$ cat src/rtl/kicker_charge_ctrl.sv
// Kicker capacitor charge regulator and kick pulse sequencer.
// Hysteresis charge control, timed kicks, sticky ADC-loss and charge-timeout faults.
module kicker_charge_ctrl #(
  parameter int unsigned TICK_DIV       = 500,
  parameter int unsigned HYST           = 8,
  parameter int unsigned CHARGE_TIMEOUT = 50000,
  parameter int unsigned ADC_TIMEOUT    = 1000,
  parameter int unsigned COOLDOWN       = 100,
  parameter int unsigned MIN_KICK_V     = 64
) (
  input  logic       sysclk_i,
  input  logic       reset_i,
  input  logic       charge_enable_i,
  input  logic [7:0] target_voltage_i,
  input  logic       slave_ok_i,
  input  logic [7:0] result_i,
  input  logic       kick_request_i,
  input  logic [7:0] kick_strength_i,
  output logic       charge_out_o,
  output logic       kick_out_o,
  output logic       ready_o,
  output logic [1:0] fault_o
);

  localparam int unsigned TickW = (TICK_DIV > 1) ? $clog2(TICK_DIV) : 1;
  localparam int unsigned TmrW  = $clog2(CHARGE_TIMEOUT + 1);
  localparam int unsigned WdW   = $clog2(ADC_TIMEOUT + 1);
  localparam int unsigned CntW  = ($clog2(COOLDOWN + 1) > 8) ? $clog2(COOLDOWN + 1) : 8;

  typedef enum logic [2:0] {
    StIdle,
    StCharge,
    StFull,
    StKick,
    StCooldown,
    StFault
  } state_e;

  state_e            state_q, state_d;
  logic [TickW-1:0]  tick_q, tick_d;
  logic [TmrW-1:0]   tmr_q, tmr_d;
  logic [WdW-1:0]    wd_q, wd_d;
  logic [CntW-1:0]   cnt_q, cnt_d;
  logic [1:0]        fault_q, fault_d;
  logic              charge_q, kick_q, ready_q;

  logic              tick;
  logic              adc_trip;
  logic              kick_ok;
  logic [8:0]        recharge_th;

  always_comb begin
    state_d = state_q;
    fault_d = fault_q;
    tmr_d   = tmr_q;
    cnt_d   = cnt_q;

    tick     = (tick_q == TickW'(TICK_DIV - 1));
    adc_trip = !slave_ok_i && (wd_q == WdW'(ADC_TIMEOUT - 1));
    kick_ok  = kick_request_i && (kick_strength_i != 8'd0) &&
               ({1'b0, result_i} >= 9'(MIN_KICK_V));

    if (slave_ok_i) begin
      wd_d = '0;
    end else if (wd_q == WdW'(ADC_TIMEOUT)) begin
      wd_d = wd_q;
    end else begin
      wd_d = wd_q + WdW'(1);
    end

    // Threshold at 9 bits so small targets clamp to 0 instead of wrapping.
    if ({1'b0, target_voltage_i} > 9'(HYST)) begin
      recharge_th = {1'b0, target_voltage_i} - 9'(HYST);
    end else begin
      recharge_th = 9'd0;
    end

    unique case (state_q)
      StIdle: begin
        if (kick_ok) begin
          state_d = StKick;
          cnt_d   = CntW'(kick_strength_i);
        end else if (charge_enable_i && (fault_q == 2'b00)) begin
          state_d = StCharge;
          tmr_d   = '0;
        end
      end
      StCharge: begin
        if (!charge_enable_i) begin
          state_d = StIdle;
        end else if (result_i >= target_voltage_i) begin
          state_d = StFull;
        end else if (tick) begin
          if (tmr_q == TmrW'(CHARGE_TIMEOUT - 1)) begin
            state_d    = StFault;
            fault_d[1] = 1'b1;
          end else begin
            tmr_d = tmr_q + TmrW'(1);
          end
        end
      end
      StFull: begin
        if (kick_ok) begin
          state_d = StKick;
          cnt_d   = CntW'(kick_strength_i);
        end else if (!charge_enable_i) begin
          state_d = StIdle;
        end else if ({1'b0, result_i} < recharge_th) begin
          state_d = StCharge;
          tmr_d   = '0;
        end
      end
      StKick: begin
        if (tick) begin
          if (cnt_q == CntW'(1)) begin
            state_d = StCooldown;
            cnt_d   = CntW'(COOLDOWN);
          end else begin
            cnt_d = cnt_q - CntW'(1);
          end
        end
      end
      StCooldown: begin
        if (tick) begin
          if (cnt_q == CntW'(1)) begin
            if (charge_enable_i && (fault_q == 2'b00)) begin
              state_d = StCharge;
              tmr_d   = '0;
            end else begin
              state_d = StIdle;
            end
          end else begin
            cnt_d = cnt_q - CntW'(1);
          end
        end
      end
      StFault: begin
        if (!charge_enable_i) begin
          state_d = StIdle;
          fault_d = 2'b00;
          wd_d    = '0;
        end
      end
      default: state_d = StIdle;
    endcase

    if (adc_trip) begin
      state_d    = StFault;
      fault_d[0] = 1'b1;
    end

    // Prescaler restarts on KICK/COOLDOWN entry so pulse lengths are whole ticks.
    if ((state_d == StKick && state_q != StKick) ||
        (state_d == StCooldown && state_q != StCooldown) || tick) begin
      tick_d = '0;
    end else begin
      tick_d = tick_q + TickW'(1);
    end
  end

  always_ff @(posedge sysclk_i) begin
    if (reset_i) begin
      state_q  <= StIdle;
      tick_q   <= '0;
      tmr_q    <= '0;
      wd_q     <= '0;
      cnt_q    <= '0;
      fault_q  <= 2'b00;
      charge_q <= 1'b0;
      kick_q   <= 1'b0;
      ready_q  <= 1'b0;
    end else begin
      state_q  <= state_d;
      tick_q   <= tick_d;
      tmr_q    <= tmr_d;
      wd_q     <= wd_d;
      cnt_q    <= cnt_d;
      fault_q  <= fault_d;
      charge_q <= (state_d == StCharge);
      kick_q   <= (state_d == StKick);
      ready_q  <= (state_d == StFull);
    end
  end

  assign charge_out_o = charge_q;
  assign kick_out_o   = kick_q;
  assign ready_o      = ready_q;
  assign fault_o      = fault_q;

endmodule

$ cat config.mk
export PLATFORM = sky130hd
export DESIGN_NAME = kicker_charge_ctrl
export DESIGN_NICKNAME = d
export VERILOG_FILES = /design/src/rtl/kicker_charge_ctrl.sv
export SDC_FILE = /design/constraint.sdc
export NUM_CORES = 1
export LEC_CHECK = 0
export CAP_MARGIN = 20
export CORE_MARGIN = 1
export CORE_UTILIZATION = 35
export DETAILED_ROUTE_END_ITERATION = 6
export HOLD_SLACK_MARGIN = 0.15
export SYNTH_ARGS = -nofsm -noshare
export SYNTH_HDL_FRONTEND = slang
export SYNTH_SLANG_ARGS = --single-unit
$ cat constraint.sdc
create_clock -name sysclk_i -period 4.4 [get_ports sysclk_i]
set_input_delay 0.44 -clock sysclk_i [delete_from_list [all_inputs] [get_ports sysclk_i]]
set_output_delay 0.44 -clock sysclk_i [all_outputs]
set_load 0.005 [all_outputs]
==> results of run 1 <==
## area by class of cell
cell class	instances	area (sq um)	share of cell area, %
Clock inverter	3	43.8	1.13
Multi-Input combinational cell	312	2130	55.0
Timing Repair Buffer	37	360	9.28
Tap cell	129	161	4.16
Inverter	25	93.8	2.42
Sequential cell	51	1020	26.3
Clock buffer	5	68.8	1.77
## routing by layer
layer	track usage (%)	up-vias
li1	-	1526
met1	22.2	1422
met2	28.4	39
met3	2.30	10
met4	4.79	0
met5	0	-
## through the flow
stage               hold WS (ns)  instances  total power, W  util, %
floorplan                  0.432        405        0.000692        -
global placement           0.450        554        0.000760     40.6
detailed placement         0.486        554        0.000767     40.6
CTS                        0.501        562         0.00110     41.8
global route               0.531        562         0.00116     41.8
finish                     0.495        562         0.00109     41.8
## worst max-delay path, cell delays in order
cell and delay [ns]:
clkdlybuf4s50_1 0.54, inv_1 0.10, ha_1 0.27, a41oi_1 0.16, or2_2 0.18, nand2_1 0.06
ha_1 0.28, nand2_1 0.07, o221ai_1 0.13, a211o_1 0.35, and3_1 0.29, a221o_1 0.45
nor4bb_1 0.16, buf_4 0.19, nor4b_1 0.22
## cell usage after synthesis, types with 3 or more instances
cell,count,share of area (%)
nand3_1,19,2.8
nor4bb_1,3,0.89
and3_1,5,0.93
inv_1,25,2.8
o21ai_0,11,1.6
buf_6,4,1.3
a21oi_1,25,3.7
nor3_1,11,1.6
a31o_2,3,0.78
nand4_1,11,2.0
dfxtp_1,51,30
a31oi_1,5,0.93
a211oi_1,6,1.3
nor2_1,48,5.4
nor4b_1,3,0.78
nor4_1,10,1.9
a31o_1,4,1.0
xnor2_1,16,4.2
ha_1,22,8.2
nor2b_1,3,0.56
o21ai_1,4,0.60
nand2_1,27,3.0
clkbuf_1,9,1.0
nand2b_1,6,1.1
nor3b_1,3,0.67
xor2_1,8,2.1
## final timing paths
kind / startpoint / end / slack [ns] / cells after the start
setup / recovery: target_voltage_i[3] / tick_q[1]$_SDFF_PP0_ / 0.71 / 15
hold / removal: tick_q[0]$_SDFF_PP0_ / tick_q[0]$_SDFF_PP0_ / 0.49 / 1
setup reg to reg: tick_q[0]$_SDFF_PP0_ / tmr_q[13]$_SDFFE_PP0P_ / 1.70 / 8
hold reg to reg: tick_q[0]$_SDFF_PP0_ / tick_q[0]$_SDFF_PP0_ / 0.49 / 1
## placed cells by master (no fill, tap or decap), types with 16 or more instances in the layout
cell type and n:
nand3_1 19, xnor2_1 16, dfxtp_1 51, a21oi_1 25, inv_1 25, nor2_1 48
nand2_1 27, ha_1 22, clkdlybuf4s50_1 33
## logic make-up (layout without fill, tap and decap cells)
family / after synthesis / count (layout) / share of synthesized area [%]
and+or+nand+nor: 180 / 180 / 31.5
AOI/OAI and AO/OA: 85 / 85 / 17.3
DFF: 51 / 51 / 30.4
buffers and inverters: 42 / 70 / 6.07
xor gates and xnor gates: 24 / 24 / 6.26
adders and majority gates: 22 / 22 / 8.19
muxes: 1 / 1 / 0.298
## sequential cells by signal, summed over array words and instances (netlist names)
signal / cells
kick_out_o: 1
cnt_q: 8
wd_q: 10
ready_o: 1
tmr_q: 16
fault_o: 2
charge_out_o: 1
state_q: 3
tick_q: 9
## power by group through the flow
| stage | logic (W) | registers [W] | clock network (W) |
|---|---|---|---|
| finish | 0.000253 | 0.000505 | 0.000336 |
| detailed placement | 0.000252 | 0.000515 | 0 |
| CTS | 0.000254 | 0.000504 | 0.000345 |
| global placement | 0.000246 | 0.000514 | 0 |
| floorplan | 0.000188 | 0.000505 | 0 |
| global route | 0.000285 | 0.000508 | 0.000369 |
==> reports/results.ini, run 1 <==
[sta]
slew_headroom_pct = 36.4
rsz0062_at_grt = no
finalSetupViolCount = 0
finalSetupTns_ns = 0
finalCritPeriodShare_pct = 83.8
hold_viol_final = 0
max_freq_mhz = 271
fin_skew_ns = 0.00906
tightestPinTransition_ns = 0.948
maxSlewViolCount = 0
min_period_ns = 3.69
fin_ws_ns = 0.712

[clocking]
cts_resized = 0
cts-root-buf = clkbuf_8
path_clk_slew_ns = 0.09
clkLatencyLatePin_ns = 0.31
cts.sinks = 51
numCtsBuffers = 5
cts_buffer_depth = 2
cts_tree = built
cts_hold_buffers = 0
cts_setup_buffers = 0
cts_max_level = 2

[pwr]
p_switching_w = 0.000330
seq_power_share_pct = 46.1
p_leak_nw = 1.37
switching_share_pct = 30.2
vdd_drop_max_mv = 0.178
pwr-share-comb_pct = 23.2
clock_power_share_pct = 30.7
powerDensity_nw_per_um2 = 282
intPower_w = 0.000763

[placed_design]
dp_slack_ns = 0.386
place_congestion = 0.821
dpl.hpwl_mm = 5.78
port-buffer-count = 33
dpl_cell_area_sq_um = 3770

[logic_synthesis]
synth_cells = 405
yosysSeqAreaShare_pct = 30.4
postSynth.asyncResetShare_pct = 0
synth.distinct_cells = 71
synthesis.nets = 456
synth-edff-count = 0
ys_ff_latch = 51
yosysWarnings = 0
synthFlopType = dfxtp_1
synth_area_sq_um = 3360
synth.avg_cell_area_sq_um = 8.29

[detailed_routing]
drt-initial-drc-count = 100
wire_per_inst_um = 13.6
postRouteAntennaNets = 0
drc_errors = 0
vias_per_cell = 5.33
met2_wirelength_mm = 3.71
maxUsedRoutingLayer = met4
wirelength_mm = 7.62
num_vias = 2997
met3WireLength_um = 152
drt-met1-wl_mm = 3.67
first_pass_iters = 5

[run]
drv_cap = 0

[run_status]
status = finished clean

[critical_path]
cp.arrival_ns = 3.91
startpoint_type = input port
path_class = in -> reg
crit_fanout = 9
cp-end-kind = flip-flop
crit_required_ns = 4.62

[global_routing]
grtUsageTotal_pct = 16.7
grt_pass1_wl_mm = 13.7
gr-total-overflow = 0
antenna_found_initial = 0
grt_pass1_vias = 2934
grt_max_degree = 30

[layout]
antenna_cells = 0
nFillCells = 987
nets = 483
areaGrowthSynthToFinish_pct = 15.6
layout-drive-gt1-share_pct = 8.08
final_area_sq_um = 3880

[min_path]
hold_path.class = reg -> reg

[floorplan]
fp.dieH_um = 100
rows = 35
die_x_um = 100
dieArea_sq_um = 9990
core_area_sq_um = 9280
io_pins = 34
start_util_pct = 36.2

No activity file was read; power rests on OpenSTA's default activity.
==> run 2: changes to the inputs <==
clock period = 3.1 ns   (was 4.4 ns; I/O delays follow)
==> run 2 against run 1 <==
Against the previous run: final cell count rose by 5.5%; critical path type unchanged; routed wire length grew 5.1%; setup slack got worse by 0.66 ns; sequential share of layout area decreased by 2.6 points; combinational power rose by 83%; clock skew decreased by 0.0016 ns; design area rose by 11%.
==> reports/results.ini, run 2 (synthesis results as in run 1) <==
[placed_design]
dp_slack_ns = -0.379  ; -0.766 ns
port-buffer-count = 33  ; unchanged
dpl.hpwl_mm = 6.04  ; +4.6%
place_congestion = 0.882  ; +7.5%
dpl_cell_area_sq_um = 4030  ; +6.8%

[clocking]
numCtsBuffers = 5  ; unchanged
cts_max_level = 2  ; unchanged
cts_buffer_depth = 2  ; unchanged
cts-root-buf = clkbuf_8
path_clk_slew_ns = 0.09  ; about the same
cts_tree = built
clkLatencyLatePin_ns = 0.31  ; about the same
cts.sinks = 51  ; unchanged

[critical_path]
path_class = in -> reg
crit_fanout = 6  ; -3
reg2reg_depth = 9  ; +1
crit_slowest_cell = a221o_1
cp.arrival_ns = 3.26  ; -0.65 ns
startpoint_type = input port
critical_path.max_stage_delay_ns = 0.39  ; -0.15 ns
crit_required_ns = 3.31  ; -1.31 ns
cp-end-kind = flip-flop
crit_path_cell_trace = dlygate4sd2_1, buf_4, nor2_4, a41oi_2, or2_4, nand2_2, ha_1, o211ai_1, nor2_1, a211o_1, and3_4, a221o_1, nor4bb_4, clkbuf_16, nor4_2

[sta]
hold_viol_final = 0  ; unchanged
finalCritPeriodShare_pct = 98.2
finalSetupViolCount = 0  ; unchanged
slew_headroom_pct = 39.6  ; +3.3 points
fin_ws_ns = 0.0548  ; -0.657 ns
min_period_ns = 3.05
tightestPinTransition_ns = 0.883  ; -0.0653 ns
max_freq_mhz = 328
maxSlewViolCount = 0  ; unchanged
finalSetupTns_ns = 0  ; unchanged
fin_skew_ns = 0.00742  ; -0.00164 ns

[run]
drv_cap = 0  ; unchanged

[layout]
largest_register = tmr_q
nFillCells = 928  ; -6.0%
final_common_cell = dfxtp_1
nets = 514  ; +6.4%
final_util_pct = 46.4  ; +4.5 points
final_area_sq_um = 4300  ; +11%
layout-drive-gt1-share_pct = 18.8  ; +11 points
areaGrowthSynthToFinish_pct = 28.1
antenna_cells = 0  ; unchanged
top_regs = tmr_q x16, wd_q x10, tick_q x9
final_cell_mix = 51 x dfxtp_1, 47 x nor2_1, 31 x buf_4
largest_reg_flops = 16  ; unchanged

[detailed_routing]
drc_errors = 0  ; unchanged
wirelength_mm = 8.01  ; +5.1%
wire_per_inst_um = 13.5  ; -0.39%
vias_per_cell = 5.25  ; -1.5%
num_vias = 3116  ; +4.0%
postRouteAntennaNets = 0  ; unchanged
first_pass_iters = 4  ; -1
drt-initial-drc-count = 68  ; -32%

[floorplan]
start_util_pct = 36.2  ; unchanged
rows = 35  ; unchanged
dieArea_sq_um = 9990  ; unchanged
die_x_um = 100  ; unchanged
io_pins = 34  ; unchanged
core_area_sq_um = 9280  ; unchanged
fp.dieH_um = 100  ; unchanged

[global_routing]
grtUsageMet2_pct = 29.7  ; +1.3 points
use_met1_pct = 21.4  ; -0.78 points
grt_pass1_vias = 3045  ; +3.8%
gr-total-overflow = 0  ; unchanged
grtUsageTotal_pct = 17.0  ; +0.24 points
grt_busiest_layer = met2
antenna_found_initial = 0  ; unchanged
grt_use_met3_pct = 2.58  ; +0.28 points
grt_pass1_wl_mm = 13.8  ; +0.35%
grt_max_degree = 22  ; -27%

[pwr]
vdd_drop_max_mv = 0.192  ; +7.8%
p_leak_nw = 1.57  ; +15%
powerDensity_nw_per_um2 = 371  ; +32%

[min_path]
hold_path.class = reg -> reg
min_path_cells = 1  ; unchanged

[run_status]
status = finished clean

run 2: critical path: cells and delay by family:
family / cells / cell delay [ns]
compound gates: 4 / 1.00
fa+ha+maj: 1 / 0.22
buf+inv: 3 / 0.60
simple gates: 7 / 1.12
run 2: path summary, 6_finish.rpt:
| check | startpoint | endpoint | slack [ns] |
|---|---|---|---|
| setup / recovery | target_voltage_i[4] | tick_q[6]$_SDFF_PP0_ | 0.05 |
| hold / removal | tick_q[0]$_SDFF_PP0_ | tick_q[0]$_SDFF_PP0_ | 0.45 |
| setup reg to reg | tick_q[0]$_SDFF_PP0_ | tick_q[6]$_SDFF_PP0_ | 0.48 |
| hold reg to reg | tick_q[0]$_SDFF_PP0_ | tick_q[0]$_SDFF_PP0_ | 0.45 |
run 2: layout make-up:
type                    instances  area (sq um)  share of cell area (%)
multi-input cells             312          2280                    53.0
flip-flops and latches         51          1020                    23.7
repair buffers                 68           642                    14.9
well taps                     129           161                    3.75
clock buffers                   7          96.3                    2.24
inverters                      25          93.8                    2.18
clock inverters                 1          7.51                   0.174
run 2: per-layer routing:
metal / part of all wire, % / up-vias
met5: 0 / -
met4: 1.5 / 0
met3: 2.5 / 13
met2: 49 / 57
met1: 47 / 1454
li1: - / 1592
run 2: what timing repair did:
action                     in CTS  in global routing
setup endpoints to repair      13                 21
pin swaps                       4                  6
setup buffers                   1                  1
hold buffers                    0                  0
gates cloned                    0                  1
gates resized for setup        12                 23
run 2: metrics by stage:
| stage | hold WS, ns | instances | total power, W |
|---|---|---|---|
| 3_3_place_gp | 0.442 | 582 | 0.00114 |
| 4_1_cts | 0.458 | 591 | 0.00158 |
| 3_5_place_dp | 0.444 | 582 | 0.00115 |
| 2_1_floorplan | 0.429 | 405 | 0.000988 |
| 6_report | 0.455 | 593 | 0.00160 |
| 5_1_grt | 0.488 | 593 | 0.00169 |
run 2: power by group:
part           switching, W  internal, W  leakage [nW]  total, W
Combinational      0.000237     0.000227          1.11  0.000464
Clock              0.000221     0.000203        0.0505  0.000424
Sequential        0.0000274     0.000681         0.414  0.000708
